$ cat src/rtl/spmv_pkg.sv
`default_nettype none
// =============================================================================
// Module  : spmv_pkg
// Brief   : Result-precision encodings, element-width lookup and lane counts.
// Revision: 1.0
// =============================================================================
package spmv_pkg;

    localparam int unsigned c_ELEM_W_MAX = 64;

    typedef enum logic [1:0] {
        MODE_HALF   = 2'd0,
        MODE_SINGLE = 2'd1,
        MODE_DOUBLE = 2'd2
    } prec_mode_t;

    // Encodings above 2 fall back to double precision.
    function automatic prec_mode_t decode_mode(input logic [2:0] ctrl);
        case (ctrl)
            3'd0:    return MODE_HALF;
            3'd1:    return MODE_SINGLE;
            default: return MODE_DOUBLE;
        endcase
    endfunction

    function automatic int unsigned elem_width(input prec_mode_t mode);
        case (mode)
            MODE_HALF:   return 16;
            MODE_SINGLE: return 32;
            default:     return 64;
        endcase
    endfunction

    function automatic int unsigned lanes_per_beat(input prec_mode_t mode,
                                                   input int unsigned out_width);
        case (mode)
            MODE_HALF:   return out_width / 16;
            MODE_SINGLE: return out_width / 32;
            default:     return out_width / 64;
        endcase
    endfunction

endpackage
`default_nettype wire

$ cat src/rtl/axis_beat_reg.sv
`default_nettype none
// =============================================================================
// Module  : axis_beat_reg
// Brief   : Single-entry output register holding one packed beat.
// Revision: 1.0
// =============================================================================
module axis_beat_reg #(
    parameter int DATA_W = 256
) (
    input  logic                  clk,
    input  logic                  rst,
    input  logic                  i_load,
    input  logic [DATA_W-1:0]     i_data,
    input  logic [DATA_W/8-1:0]   i_keep,
    input  logic                  i_last,
    input  logic                  i_ready,
    output logic                  o_valid,
    output logic [DATA_W-1:0]     o_data,
    output logic [DATA_W/8-1:0]   o_keep,
    output logic                  o_last
);

    // The caller only asserts i_load when the register is empty or draining.
    always_ff @(posedge clk) begin
        if (rst) begin
            o_valid <= 1'b0;
            o_data  <= '0;
            o_keep  <= '0;
            o_last  <= 1'b0;
        end else if (i_load) begin
            o_valid <= 1'b1;
            o_data  <= i_data;
            o_keep  <= i_keep;
            o_last  <= i_last;
        end else if (i_ready) begin
            o_valid <= 1'b0;
        end
    end

endmodule
`default_nettype wire

$ cat src/rtl/yi_result_packer.sv
`default_nettype none
// =============================================================================
// Module  : yi_result_packer
// Brief   : Packs 16/32/64-bit result elements into wide output beats.
// Revision: 1.0
// =============================================================================
module yi_result_packer
    import spmv_pkg::*;
#(
    parameter int OUT_WIDTH = 256,
    parameter int CNT_WIDTH = 32
) (
    input  logic                     clk,
    input  logic                     rst,
    input  logic [2:0]               Ctrl_sig_Yi,
    input  logic                     s_valid,
    output logic                     s_ready,
    input  logic [c_ELEM_W_MAX-1:0]  s_data,
    input  logic                     s_last,
    output logic                     m_valid,
    input  logic                     m_ready,
    output logic [OUT_WIDTH-1:0]     m_data,
    output logic [OUT_WIDTH/8-1:0]   m_keep,
    output logic                     m_last,
    output logic                     busy,
    output logic [CNT_WIDTH-1:0]     beat_count
);

    localparam int KEEP_W  = OUT_WIDTH / 8;
    localparam int LANE_W  = $clog2(OUT_WIDTH / 16);
    localparam int SHIFT_W = LANE_W + 6;
    localparam int BSH_W   = LANE_W + 3;

    localparam logic [0:0] ST_FILL  = 1'b0;
    localparam logic [0:0] ST_STALL = 1'b1;

    logic [0:0]            r_state;
    logic [0:0]            w_state_nxt;
    logic [LANE_W-1:0]     r_lane;
    prec_mode_t            r_mode;
    prec_mode_t            w_mode;
    logic [OUT_WIDTH-1:0]  r_asm_data;
    logic [KEEP_W-1:0]     r_asm_keep;
    logic                  r_asm_last;
    logic [CNT_WIDTH-1:0]  r_beat_count;

    logic [63:0]           w_elem;
    logic [7:0]            w_lane_keep;
    logic [SHIFT_W-1:0]    w_bit_shift;
    logic [BSH_W-1:0]      w_byte_shift;
    logic [LANE_W-1:0]     w_last_lane;
    logic [OUT_WIDTH-1:0]  w_beat_data;
    logic [KEEP_W-1:0]     w_beat_keep;
    logic                  w_acc;
    logic                  w_close;
    logic                  w_hs;
    logic                  w_out_free;
    logic                  w_load_out;
    logic                  w_load_held;
    logic [OUT_WIDTH-1:0]  w_out_data;
    logic [KEEP_W-1:0]     w_out_keep;
    logic                  w_out_last;

    // Mode is taken live at lane 0 and frozen for the remaining lanes of the beat.
    always_comb begin
        w_mode       = (r_lane == '0) ? decode_mode(Ctrl_sig_Yi) : r_mode;
        w_elem       = '0;
        w_lane_keep  = '0;
        w_bit_shift  = '0;
        w_byte_shift = '0;
        case (w_mode)
            MODE_HALF: begin
                w_elem       = {48'd0, s_data[15:0]};
                w_lane_keep  = 8'h03;
                w_bit_shift  = SHIFT_W'({r_lane, 4'd0});
                w_byte_shift = BSH_W'({r_lane, 1'b0});
            end
            MODE_SINGLE: begin
                w_elem       = {32'd0, s_data[31:0]};
                w_lane_keep  = 8'h0F;
                w_bit_shift  = SHIFT_W'({r_lane, 5'd0});
                w_byte_shift = BSH_W'({r_lane, 2'd0});
            end
            default: begin
                w_elem       = s_data;
                w_lane_keep  = 8'hFF;
                w_bit_shift  = SHIFT_W'({r_lane, 6'd0});
                w_byte_shift = BSH_W'({r_lane, 3'd0});
            end
        endcase
        w_last_lane = LANE_W'(lanes_per_beat(w_mode, OUT_WIDTH) - 1);
        w_beat_data = r_asm_data | (OUT_WIDTH'(w_elem) << w_bit_shift);
        w_beat_keep = r_asm_keep | (KEEP_W'(w_lane_keep) << w_byte_shift);
    end

    assign w_acc      = s_valid && s_ready;
    assign w_close    = w_acc && (s_last || (r_lane == w_last_lane));
    assign w_hs       = m_valid && m_ready;
    assign w_out_free = !m_valid || m_ready;

    always_ff @(posedge clk) begin
        if (rst) begin
            r_state <= ST_FILL;
        end else begin
            r_state <= w_state_nxt;
        end
    end

    always_comb begin
        w_state_nxt = r_state;
        case (r_state)
            ST_FILL:  if (w_close && !w_out_free) w_state_nxt = ST_STALL;
            ST_STALL: if (w_hs)                   w_state_nxt = ST_FILL;
            default:                              w_state_nxt = ST_FILL;
        endcase
    end

    always_comb begin
        s_ready     = (r_state == ST_FILL) && !rst;
        w_load_held = (r_state == ST_STALL) && w_hs;
        w_load_out  = w_load_held || ((r_state == ST_FILL) && w_close && w_out_free);
        w_out_data  = w_load_held ? r_asm_data : w_beat_data;
        w_out_keep  = w_load_held ? r_asm_keep : w_beat_keep;
        w_out_last  = w_load_held ? r_asm_last : s_last;
    end

    // The assembly register doubles as the hold buffer for a closed beat in STALL.
    always_ff @(posedge clk) begin
        if (rst) begin
            r_lane     <= '0;
            r_mode     <= MODE_HALF;
            r_asm_data <= '0;
            r_asm_keep <= '0;
            r_asm_last <= 1'b0;
        end else if (r_state == ST_FILL) begin
            if (w_acc) begin
                if (r_lane == '0) r_mode <= w_mode;
                if (w_close) begin
                    r_lane <= '0;
                    if (w_out_free) begin
                        r_asm_data <= '0;
                        r_asm_keep <= '0;
                        r_asm_last <= 1'b0;
                    end else begin
                        r_asm_data <= w_beat_data;
                        r_asm_keep <= w_beat_keep;
                        r_asm_last <= s_last;
                    end
                end else begin
                    r_lane     <= r_lane + LANE_W'(1);
                    r_asm_data <= w_beat_data;
                    r_asm_keep <= w_beat_keep;
                    r_asm_last <= 1'b0;
                end
            end
        end else if (w_hs) begin
            r_asm_data <= '0;
            r_asm_keep <= '0;
            r_asm_last <= 1'b0;
        end
    end

    axis_beat_reg #(
        .DATA_W (OUT_WIDTH)
    ) u_out_reg (
        .clk     (clk),
        .rst     (rst),
        .i_load  (w_load_out),
        .i_data  (w_out_data),
        .i_keep  (w_out_keep),
        .i_last  (w_out_last),
        .i_ready (m_ready),
        .o_valid (m_valid),
        .o_data  (m_data),
        .o_keep  (m_keep),
        .o_last  (m_last)
    );

    always_ff @(posedge clk) begin
        if (rst) begin
            r_beat_count <= '0;
        end else if (w_hs) begin
            r_beat_count <= r_beat_count + CNT_WIDTH'(1);
        end
    end

    assign beat_count = r_beat_count;
    assign busy       = (r_lane != '0) || (r_state == ST_STALL) || m_valid;

endmodule
`default_nettype wire

$ cat config.mk
export PLATFORM = sky130hd
export DESIGN_NAME = yi_result_packer
export DESIGN_NICKNAME = d
export VERILOG_FILES = /design/src/rtl/spmv_pkg.sv /design/src/rtl/axis_beat_reg.sv /design/src/rtl/yi_result_packer.sv
export SDC_FILE = /design/constraint.sdc
export NUM_CORES = 1
export LEC_CHECK = 0
export CAP_MARGIN = 20
export CORE_MARGIN = 5
export CORE_UTILIZATION = 55
export CTS_CLUSTER_SIZE = 8
export DETAILED_ROUTE_END_ITERATION = 12
export GPL_TIMING_DRIVEN = 0
export HOLD_SLACK_MARGIN = 0.05
export PLACE_DENSITY_LB_ADDON = 0.1
export SLEW_MARGIN = 20
export SYNTH_ARGS = -nofsm -noshare
export SYNTH_HDL_FRONTEND = slang
export SYNTH_HIERARCHICAL = 1
export SYNTH_SLANG_ARGS = --single-unit
$ cat constraint.sdc
create_clock -name clk -period 11.7 [get_ports clk]
set_clock_uncertainty 0.1 [all_clocks]
set_input_delay 1.17 -clock clk [delete_from_list [all_inputs] [get_ports clk]]
set_output_delay 1.17 -clock clk [all_outputs]
set_load 0.01 [all_outputs]
# == Word level (Yosys, flattened, before mapping) ==
# Cells that the tools add are included.
# classes
n_bitwise,3
n_mux,31
n_reduce_logical,25
n_shift,2
eq_ne,4
addsub,3
# ops
operator,count
$mux 256,6
$or 256x256->256,1
$shl 64x10->256,1
$mux 32,6
$pmux 64 s2,1
$add 32x1->32 const B,1
$or 32x32->32,1
$shl 8x7->32,1
$pmux 10 s2,1
$pmux 8 s2,1
$pmux 7 s2,1
$mux 1,10
$logic_and 1x1->1,8
$pmux 4 s2,1
$logic_or 1x1->1,5
$add 4x1->4 const B,1
$eq 4x4->1,1
$logic_not 4->1,1
$mux 4,1
$pmux 2 s2,1
$reduce_and 2->1,2
$reduce_bool 2->1,2
$reduce_bool 4->1,1
$sub 4x1->4 const B,1
other kinds (10),12
# totals
output_inout_bits,324
in_bits,72
register_bits,618

# == Depth between registers and ports, before layout ==
# Gate-level depths: netlist (run 1).
# depth
depth_word,13
ltp_mapped,16
mapped_depth_nobuf,12

# == Cells and area by module ==
# The synthesis (run 1) kept the hierarchy.
# modules_own_cells
mod,cells_each,seq_area_each_um2,n_inst,area_each_um2
yi_result_packer,1500,6566.3,1,14830.5
axis_beat_reg,935,5805.6,1,10108.4

# == Least setup slack after synthesis (run 1) ==
# Ideal clock, no wire load.
# synth_path
path_type,register -> register
start,register r_lane[0]
end,register r_asm_data[112]
setup_ps,117
n_path_buf,5
arrival_time_ps,3681
stages_incl_launch_ff,16
setup_slack_ps,7802
path_cell_list,dfxtp_1 -> clkbuf_1 -> inv_1 -> ha_1 -> or3b_1 -> buf_4 -> mux2_2 -> ha_1 -> nor4bb_1 -> nor3_1 -> a221o_1 -> and2_1 -> buf_2 -> buf_2 -> buf_2 -> a22o_1
# synth_between
elab_chain_cells,11
elab_cells_between_ends,17
# synth_lines
item,line,rtl
start: declaration,yi_result_packer.sv:39,logic [LANE_W-1:0] r_lane;
start signal: assignment,yi_result_packer.sv:150,r_lane <= r_lane + LANE_W'(1);
branches (longest 8 deep; another with $shl 64x10->256),n/a,
$mux 256 *,yi_result_packer.sv:138,if (w_close) begin
$mux 256 *,yi_result_packer.sv:136,if (w_acc) begin
$mux 256 *,yi_result_packer.sv:135,end else if (r_state == ST_FILL) begin
end signal: assignment,yi_result_packer.sv:145,r_asm_data <= w_beat_data;
end signal: assignment,yi_result_packer.sv:151,r_asm_data <= w_beat_data;
end: declaration,yi_result_packer.sv:42,logic [OUT_WIDTH-1:0] r_asm_data;
# Mark *: on every way between the ends. The select of a mux whose other input is x is not followed.
# A chain may end at the register's enable or synchronous reset.

# == Worst setup path in the final report (run 1) ==
# layout_path
start,register r_lane[0]
end,register u_out_reg.o_data[210]
# layout_between
elab_chain_cells,11
elab_cells_between_ends,17
# layout_lines
item,line,rtl
$logic_not 4->1,yi_result_packer.sv:66,w_mode = (r_lane == '0) ? decode_mode(Ctrl_sig_Yi) : r_mode;
$mux 2,yi_result_packer.sv:66,
$eq 2x1->1 / $logic_not 2->1 (equally long branches),spmv_pkg.sv:36,case (mode)
$pmux 4 s2,spmv_pkg.sv:36,
$sub 4x1->4,yi_result_packer.sv:91,"w_last_lane = LANE_W'(lanes_per_beat(w_mode, OUT_WIDTH) - 1);"
$eq 4x4->1 *,yi_result_packer.sv:97,assign w_close = w_acc && (s_last || (r_lane == w_last_lane));
$logic_or 1x1->1 *,yi_result_packer.sv:97,
$logic_and 1x1->1 *,yi_result_packer.sv:97,
$logic_and 1x1->1 * (2 in series),yi_result_packer.sv:121,w_load_out = w_load_held || ((r_state == ST_FILL) && w_close && w_out_free);
$logic_or 1x1->1 *,yi_result_packer.sv:121,
named net w_load_out,yi_result_packer.sv:58,logic w_load_out;
end signal: assignment,axis_beat_reg.sv:32,o_data <= i_data;
end: declaration,axis_beat_reg.sv:18,"output logic [DATA_W-1:0] o_data,"
# Mark *: on every way through the listed nets, which the timed path passes. The rest lies on a longest branch.

==> impl_metrics.csv, run 1 <==
group,metric,value,unit
grt,grt_pass1_vias,21619,
logic_synthesis,synth_top_area_share,49.6,%
logic_synthesis,synth_xor_area_share,0.632,%
power_and_ir_drop,peakVddDrop,0.000114,V
sta,setup_viol_count_final,0,
clock_network,cts_tree,"yes",
logic_synthesis,synthArstFlopShare,0,%
outcome,status,"completed",
finish,fillers,3456,
worst_hold_path,min_path_cells,1,
floorplan,die_h,223,um
logic_synthesis,synth_area_leaders,"dfxtp_1 (50%), mux2i_1 (12%), a22o_1 (8.1%)",
logic_synthesis,syn-instance-count,2435,
clock_network,clk_pin_slew,0.05,ns
grt,grt_usage,33.8,%
sta,hold_violations,0,
logic_synthesis,synth-warning-count,6,
sta,slew_viol_final,0,
logic_synthesis,synth_compound_area_share,23.0,%
sta,finalCritPeriodShare,45.7,%
sta,whs,0.355,ns
floorplan,io-pin-count,396,
logic_synthesis,syn_nets,2511,
detailed_routing,ant_nets,0,
run,drv_cap,0,
logic_synthesis,synth_seq_cells,618,
grt,grt_overflow,0,
worst_setup_path,max_stage_delay,0.47,ns
clock_network,cts_buffers,87,
clock_network,clk_latency,0.63,ns
worst_hold_path,min_path_type,"reg -> reg",
worst_setup_path,critPathTopFamily,"buffers and inverters",
worst_setup_path,start_kind,"register",
sta,tightest_slew,1.19,ns
logic_synthesis,yosysUniqueCellTypes,74,
placement,hpwlAfterDp,65100,um
detailed_routing,vias,21890,
detailed_routing,wl_per_cell,25.2,um
detailed_routing,first_iter_violations,2258,
logic_synthesis,syn_avg_cell_area,10.2,um^2
logic_synthesis,synthMuxAreaShare,12.2,%
grt,grt_max_degree,13,
logic_synthesis,synth_fa_ha_area_share,0.201,%
worst_setup_path,crit_chain,"clkbuf_1 -> inv_1 -> ha_1 -> or3b_1 -> buf_4 -> mux2_2 -> ha_1 -> nor4bb_1 -> nor3_1 -> a221o_1 -> inv_1 -> buf_2 -> buf_4 -> buf_4 -> mux2i_1 -> nor2_1",
worst_setup_path,path_depth,16,
finish,final_nets,2982,
worst_setup_path,r2r_end,"u_out_reg/o_data[210]",
worst_setup_path,path_common_cell,"buf_4",
finish,final_common_cell,"dfxtp_1",
grt,antenna_found_initial,6,
logic_synthesis,synthFlopType,"dfxtp_1",
floorplan,core,45100,um^2
worst_setup_path,crit_path_top_delay_cell,"buf_2",
sta,min_period,5.34,ns
detailed_routing,vias_per_cell,6.23,
detailed_routing,remaining_drc_errors,0,
clock_network,cts-root-buf,"clkbuf_16",
worst_setup_path,critPathMaxFanout,10,
floorplan,die_area,49700,um^2
worst_setup_path,endpoint_kind,"register",
power_and_ir_drop,power.density,152,nW/um^2
worst_setup_path,crit_arrival,5.73,ns
sta,max-slew-margin-rel,20.7,%
worst_setup_path,r2r_cells,16,
placement,place_area,29500,um^2
clock_network,h-tree-depth,3,
placement,routabilityCongestion,0.948,
clock_network,cts_resized,0,
logic_synthesis,synth_edf_count,0,
sta,clock.fmax,187,MHz
clock_network,post-cts-setup-buffer-count,0,
worst_setup_path,crit_end,"u_out_reg/o_data[210]",
finish,drive_gt1_share,8.41,%
finish,utilization,70.6,%
floorplan,rows,78,
finish,final_area,31800,um^2
sta,tns,0,ns
logic_synthesis,synth_seq_area_share,49.6,%
detailed_routing,drt_wl_total,88400,um
placement,io_buffers,379,
finish,final_cell_mix,"dfxtp_1 (618), clkdlybuf4s50_1 (379), nor2_1 (320)",
worst_setup_path,r2r_slack,6.36,ns
power_and_ir_drop,p_leak,13.3,nW
logic_synthesis,syn_area,24900,um^2
finish,area_growth,27.6,%
clock_network,clock_path_buffers,3,
sta,rsz0062_at_grt,"false",
grt,grt_pass1_wl,131000,um
logic_synthesis,yosys.area_share.simple,10.2,%
worst_setup_path,crit_buf_inv,7,
clock_network,ctsHoldBuffers,0,
logic_synthesis,yosys.area.top_type,"dfxtp_1",
detailed_routing,dr.pass1.iters,8,
worst_setup_path,startpoint,"r_lane[0]",
worst_setup_path,rr_startpoint,"r_lane[0]",
clock_network,clock-sinks,618,
worst_setup_path,cp.required,12.09,ns
logic_synthesis,synth_top_family_by_area,"compound AO/OA/AOI/OAI gates",
worst_setup_path,critical_path_class,"reg -> reg",
floorplan,fp.dieW,223,um
floorplan,start_util,55.3,%
[cells in the mapped netlist (all sizes together), types with 2 or more instances]
cell type and number:
nor4b 3, a22o 231, inv 11, a211o 3, a221o 2, a32o 48
o2bb2ai 14, nand3 22, nor3 23, or3 15, clkbuf 82, o21bai 89
nor2 322, and2 5, a22oi 31, or2 4, nor2b 3, mux2i 296
or4 5, buf 123, ha 4, dfxtp 618, nand2 92, a21oi 38
nand2b 4, clkinv 2, a211oi 10, o21ai 32, nand4 16, a31oi 6
and4 5, a31o 2, a21o 202, or4b 2, mux2 7, o31ai 10
nor4 10, nor3b 6, and3 4, or3b 2, xnor2 12, xor2 6
[area by class of cell]
cell class	instances	area (um^2)	area share (%)
clock buffer	89	2180	6.86
clock inverter	7	126	0.397
multi-input combinational	1599	11600	36.4
tap	600	751	2.36
sequential	618	12400	38.9
buffer	205	958	3.01
antenna	2	5.00	0.0157
timing repair buffer	382	3820	12.0
inverter	13	48.8	0.153
[metrics by stage]
stage          setup slack (ns)  power (mW)  instances
2_1_floorplan              7.80        2.46       2435
3_3_place_gp               6.32        2.64       3414
3_5_place_dp               6.42        2.65       3417
4_1_cts                    6.48        4.84       3513
5_1_grt                    6.11        4.97       3515
6_report                   6.36        4.85       3515
[cells by family after synthesis]
family	count (synthesis)
simple gates	549
compound gates	725
flops	618
mux	303
fa+ha+maj	4
xor+xnor	18
buf+inv	218
[flip-flops by register name, indices dropped and copies added (netlist names)]
name	flops
u_out_reg/o_last	1
u_out_reg/o_data	256
u_out_reg/o_keep	32
r_lane	4
r_asm_keep	32
r_asm_data	256
r_state	1
r_mode	2
beat_count	32
r_asm_last	1
u_out_reg/o_valid	1
[layer usage]
metal / GRT usage (%) / vias to the layer above / share of wire [%] / wire [um]
li1: - / 9768 / - / -
met1: 44.3 / 10713 / 40 / 35700
met2: 53.2 / 1129 / 45 / 39900
met3: 7.51 / 272 / 8.9 / 7890
met4: 16.4 / 8 / 5.6 / 4920
met5: 0 / - / 0.049 / 43
[report_power, final]
group          switching (mW)  internal [mW]
Sequential             0.0205           2.14
Combinational           0.304          0.159
Clock                   0.887           1.33
[worst min-delay path by stage]
| stage | start | to |
|---|---|---|
| after detailed placement | r_asm_keep[17] | r_asm_keep[17] |
| after floorplan | r_asm_keep[0] | r_asm_keep[0] |
| final | r_asm_data[193] | r_asm_data[193] |
| after CTS | r_asm_keep[17] | r_asm_keep[17] |
| after global routing | r_asm_data[203] | r_asm_data[203] |
| after global placement | r_asm_keep[0] | r_asm_keep[0] |
Note: power is estimated with default switching activity, not from simulation.
==> run 2, diff against run 1 <==
Settings changed: CORE_UTILIZATION 55 to 49.
Clock period 11.7 ns to 4.6 ns, I/O delays scaled along.
==> run 2 against run 1 <==
Power rose to 2.6 times the previous value. First-iteration DRC count down 7.4%. Sequential power rose to 2.5 times the previous value. Die area up 12%. Clock power rose to 2.6 times the previous value. Via count down 0.77%. Largest power group unchanged. Global-route usage down 3.2 points. Flip-flop and latch count unchanged. Design area up 0.94%. Non-clock buffer count up 8.
==> impl_metrics.csv, run 2 (synthesis gave the netlist of run 1 again) <==
group,metric,value,unit
outcome,status,"completed",
finish,fillers,4155,
worst_setup_path,r2r_cells,15,
grt,grt_pass1_wl,133000,um
floorplan,die_area,55500,um^2
finish,layoutNonFillerInstCount,3593,
finish,final_cell_mix,"dfxtp_1 (617), clkdlybuf4s50_1 (379), nor2_1 (320)",
sta,tightest_slew,1.10,ns
finish,final_nets,2990,
power_and_ir_drop,peakVddDrop,0.000296,V
grt,antenna_found_initial,1,
grt,use_met1,40.5,%
clock_network,clk_latency,0.64,ns
detailed_routing,vias,21721,
clock_network,ctsHoldBuffers,0,
clock_network,clock_path_buffers,3,
finish,final_common_cell,"dfxtp_1",
worst_setup_path,start_kind,"register",
worst_setup_path,endpoint_kind,"register",
clock_network,clk_pin_slew,0.05,ns
finish,final_area,32100,um^2
worst_hold_path,min_path_type,"in -> reg",
floorplan,start_util,49.6,%
grt,grt_pass1_vias,21393,
placement,io_buffers,379,
finish,top_regs,"r_asm_data: 256 flops, u_out_reg/o_data: 256 flops",
floorplan,io-pin-count,396,
sta,hold_violations,0,
sta,clock.fmax,224,MHz
power_and_ir_drop,p_leak,13.4,nW
placement,place_area,29600,um^2
worst_hold_path,min_path_cells,3,
detailed_routing,remaining_drc_errors,0,
detailed_routing,drt_wl_total,90000,um
placement,routabilityCongestion,0.911,
placement,hpwlAfterDp,67000,um
finish,drive_gt1_share,9.14,%
power_and_ir_drop,power.density,387,nW/um^2
floorplan,fp.dieW,236,um
detailed_routing,first_iter_violations,2090,
grt,grt_max_degree,13,
clock_network,cts-root-buf,"clkbuf_16",
floorplan,die_h,236,um
run,drv_cap,0,
detailed_routing,dr.pass1.iters,6,
floorplan,core,50300,um^2
placement,dp_cells,3491,
detailed_routing,wl_per_cell,25.0,um
grt,grt_usage,30.6,%
detailed_routing,ant_nets,0,
clock_network,clock-sinks,618,
finish,area_growth,28.9,%
clock_network,cts_tree,"yes",
grt,use_met3,6.57,%
worst_setup_path,crit_arrival,4.87,ns
sta,slew_viol_final,0,
sta,max-slew-margin-rel,26.7,%
sta,finalCritPeriodShare,97.1,%
worst_setup_path,critPathMaxFanout,10,
detailed_routing,vias_per_cell,6.05,
grt,grt_overflow,0,
clock_network,h-tree-depth,3,
sta,setup_viol_count_final,0,
grt,grt_busiest_layer,"met2",
finish,diodes,0,
sta,tns,0,ns
clock_network,cts_buffers,87,
grt,met2_usage,49.1,%
floorplan,rows,82,
sta,min_period,4.47,ns
worst_setup_path,critical_path_class,"reg -> reg",
worst_setup_path,cp.required,5.00,ns
## run 2: cell count changes in the layout (fill, tap and decap cells not counted), sizes merged
| cell | change |
|---|---|
| clkinvlp | +1 |
| diode | -2 |
| buf | +7 |
| clkinv | -3 |
| clkbuf | +2 |
| inv | +1 |
## run 2: worst paths after layout
check	start	end	slack, ns
worst max register to register	r_lane[0]	r_asm_data[134]	0.13
worst max-delay path	r_lane[0]	r_asm_data[134]	0.13
worst min-delay path	rst	r_asm_last	0.33
worst min register to register	r_asm_keep[17]	r_asm_keep[17]	0.35
## run 2: repair_timing
action                     4_1_cts  5_1_grt
gates resized for setup         12       16
setup endpoints to repair      538      538
cloned                           0        0
setup buffers                    2        3
pin swaps                        0        3
## run 2: area by class of cell
class                   instances  area (um^2)  share of cell area, %
plain buffers                 205          986                   3.07
clock buffers                  90         2240                   6.97
clock inverters                 6          111                  0.347
inverters                      13         52.6                  0.164
multi-input cells            1599        11600                   36.2
flip-flops and latches        618        12400                   38.5
well taps                     672          841                   2.62
repair buffers                390         3890                   12.1
## run 2: worst max-delay path, stage by stage (launching register included)
cell and delay (ns):
dfxtp_1 0.34, clkbuf_2 0.20, inv_2 0.19, ha_4 0.22, or3b_1 0.35, buf_4 0.17, mux2_2 0.31, ha_1 0.34
nor3b_1 0.24, o211ai_2 0.23, a221o_2 0.46, and2_1 0.16, buf_2 0.23, clkbuf_4 0.28, buf_2 0.23, a22o_1 0.25
## run 2: layer usage
| metal | part of all wire [%] | wire length, um | up-vias |
|---|---|---|---|
| met5 | 0.0089 | 8 | - |
| met4 | 4.4 | 3950 | 2 |
| met3 | 8.0 | 7170 | 201 |
| met2 | 46 | 41300 | 997 |
| met1 | 42 | 37600 | 10729 |
| li1 | - | - | 9792 |
## run 2: where the power goes
group / internal [mW] / leakage [nW] / switching (mW)
clock network: 3.47 / 1.16 / 2.27
registers: 5.45 / 4.99 / 0.0512
logic: 0.420 / 7.30 / 0.783
total: 9.34 / 13.4 / 3.11
## run 2: stage by stage
step	util [%]	setup slack (ns)	hold WS, ns	power [mW]
after floorplan	-	0.702	0.320	6.26
after detailed placement	58.9	-0.397	0.336	6.75
after CTS	63.7	0.00292	0.303	12.5
final	63.9	0.134	0.327	12.4
after global routing	63.9	-0.000394	0.359	12.8
after global placement	58.8	-0.779	0.331	6.73
==> run 3, diff against run 2 <==
Settings changed: PLACE_DENSITY from default to 0.77, PLACE_DENSITY_LB_ADDON 0.1 to default.
==> run 3 against run 2 <==
Non-clock buffer count rose by 2. Utilization fell by 0.070 points. Sequential share of layout area barely moved. Critical path depth fell by 1. Flip-flop and latch count did not move. Design area fell by 0.11%. Count of clock-buffer cells in the layout fell by 1. Sequential power barely moved. Die area did not move. Fmax fell by 0.23%. Register-to-register slack barely moved.
==> impl_metrics.csv, run 3 (synthesis gave the netlist of run 1 again) <==
group,metric,value,unit
clock_network,clk_latency,0.63,ns
sta,finalCritPeriodShare,97.3,%
finish,utilization,63.9,%
detailed_routing,vias,22221,
sta,rsz0062_at_grt,"true",
detailed_routing,remaining_drc_errors,0,
finish,final_cell_mix,"dfxtp_1 (617), clkdlybuf4s50_1 (379), nor2_1 (320)",
power_and_ir_drop,p_leak,13.4,nW
detailed_routing,wl_per_cell,25.6,um
grt,grt_pass1_wl,136000,um
clock_network,h-tree-depth,3,
placement,io_buffers,379,
sta,min_period,4.48,ns
clock_network,clock-sinks,618,
worst_setup_path,path_common_cell,"buf_4",
worst_setup_path,crit_chain,"clkbuf_4 -> clkinvlp_4 -> ha_2 -> or3b_1 -> buf_4 -> mux2_2 -> ha_1 -> nor4bb_4 -> nor3_1 -> a21oi_2 -> buf_4 -> a211oi_2 -> buf_2 -> a22o_1",
worst_setup_path,crit_buf_inv,5,
sta,whs,0.345,ns
grt,grt_pass1_vias,21710,
worst_setup_path,start_kind,"register",
grt,antenna_found_initial,17,
floorplan,core,50300,um^2
power_and_ir_drop,power,12.3,mW
sta,slew_viol_final,0,
clock_network,cts-root-buf,"clkbuf_16",
floorplan,rows,82,
floorplan,start_util,49.6,%
worst_setup_path,critical_path_class,"reg -> reg",
worst_setup_path,max_stage_delay,0.54,ns
worst_setup_path,critPathTopFamily,"buffers and inverters",
finish,final_common_cell,"dfxtp_1",
outcome,status,"completed",
finish,drive_gt1_share,9.07,%
clock_network,ctsHoldBuffers,0,
grt,grt_max_degree,13,
grt,grt_overflow,0,
grt,grt_usage,31.4,%
sta,hold_violations,0,
sta,max-slew-margin-rel,21.7,%
sta,tightest_slew,1.18,ns
detailed_routing,first_iter_violations,2055,
clock_network,clk_pin_slew,0.05,ns
detailed_routing,vias_per_cell,6.16,
worst_setup_path,endpoint_kind,"register",
detailed_routing,dr.pass1.iters,6,
sta,setup_viol_count_final,0,
worst_setup_path,critPathMaxFanout,10,
power_and_ir_drop,peakVddDrop,0.000272,V
finish,top_regs,"r_asm_data: 256 flops, u_out_reg/o_data: 256 flops",
finish,area_growth,28.7,%
worst_setup_path,cp.required,5.06,ns
placement,hpwlAfterDp,68600,um
sta,clock.fmax,223,MHz
run,drv_cap,0,
clock_network,cts_buffers,87,
placement,routabilityCongestion,0.968,
clock_network,cts_tree,"yes",
power_and_ir_drop,power.density,384,nW/um^2
floorplan,die_area,55500,um^2
floorplan,die_h,236,um
detailed_routing,ant_nets,0,
worst_setup_path,crit_arrival,4.94,ns
clock_network,clock_path_buffers,3,
detailed_routing,drt_wl_total,92300,um
finish,fillers,4083,
worst_setup_path,crit_path_top_delay_cell,"a211oi_2",
floorplan,io-pin-count,396,
finish,final_nets,2992,
worst_hold_path,min_path_type,"reg -> reg",
floorplan,fp.dieW,236,um
==> run 3: changes by cell type in the layout (fill, tap and decap cells not counted), moves of 2 or more <==
cell	delta
diode_2	+11
clkbuf_2	-2
clkbuf_1	+2
a211oi_2	+2
==> run 3: worst paths after layout <==
check | startpoint | end | slack (ns) | cells after the start
worst max-delay path | r_lane[0] | r_asm_data[27] | 0.12 | 14
worst min-delay path | r_asm_keep[17] | r_asm_keep[17] | 0.34 | 1
worst max register to register | r_lane[0] | r_asm_data[27] | 0.12 | 14
worst min register to register | r_asm_keep[17] | r_asm_keep[17] | 0.34 | 1
==> run 3: stage by stage <==
stage                     setup slack [ns]  instances  cell area (um^2)  TNS (ns)
after global placement              -0.653       3486             29600   -157.67
final                                0.123       3606             32100         0
after floorplan                      0.702       2435             24900         0
after detailed placement            -0.573       3487             29600   -163.49
after CTS                           0.0112       3583             31900         0
after global routing               -0.0164       3600             32100   -0.0618
==> run 3: repair_timing <==
action | in CTS | in global routing
resized for setup | 15 | 8
pin swaps | 0 | 4
setup endpoints to repair | 541 | 532
setup buffers | 0 | 12
==> run 3: power by group <==
group | switching [mW] | internal, mW | total [mW]
combinational | 0.783 | 0.416 | 1.20
sequential | 0.0529 | 5.45 | 5.50
clock | 2.27 | 3.36 | 5.63
total | 3.10 | 9.23 | 12.3
==> run 3: area by class of cell <==
type	count	area, um^2	share of cell area, %
Multi-Input combinational cell	1599	11600	36.2
Tap cell	672	841	2.62
Clock buffer	89	2210	6.87
Inverter	13	53.8	0.168
Timing Repair Buffer	392	3900	12.2
Sequential cell	618	12400	38.5
Clock inverter	7	93.8	0.292
Antenna cell	11	27.5	0.0858
Buffer	205	986	3.07
==> run 3: routing by layer <==
layer	up-vias	share of wire [%]	global-route usage [%]
li1	9822	-	-
met1	10957	40	40.3
met2	1201	46	50.3
met3	233	9.1	7.44
met4	8	4.7	14.8
met5	-	0.063	0
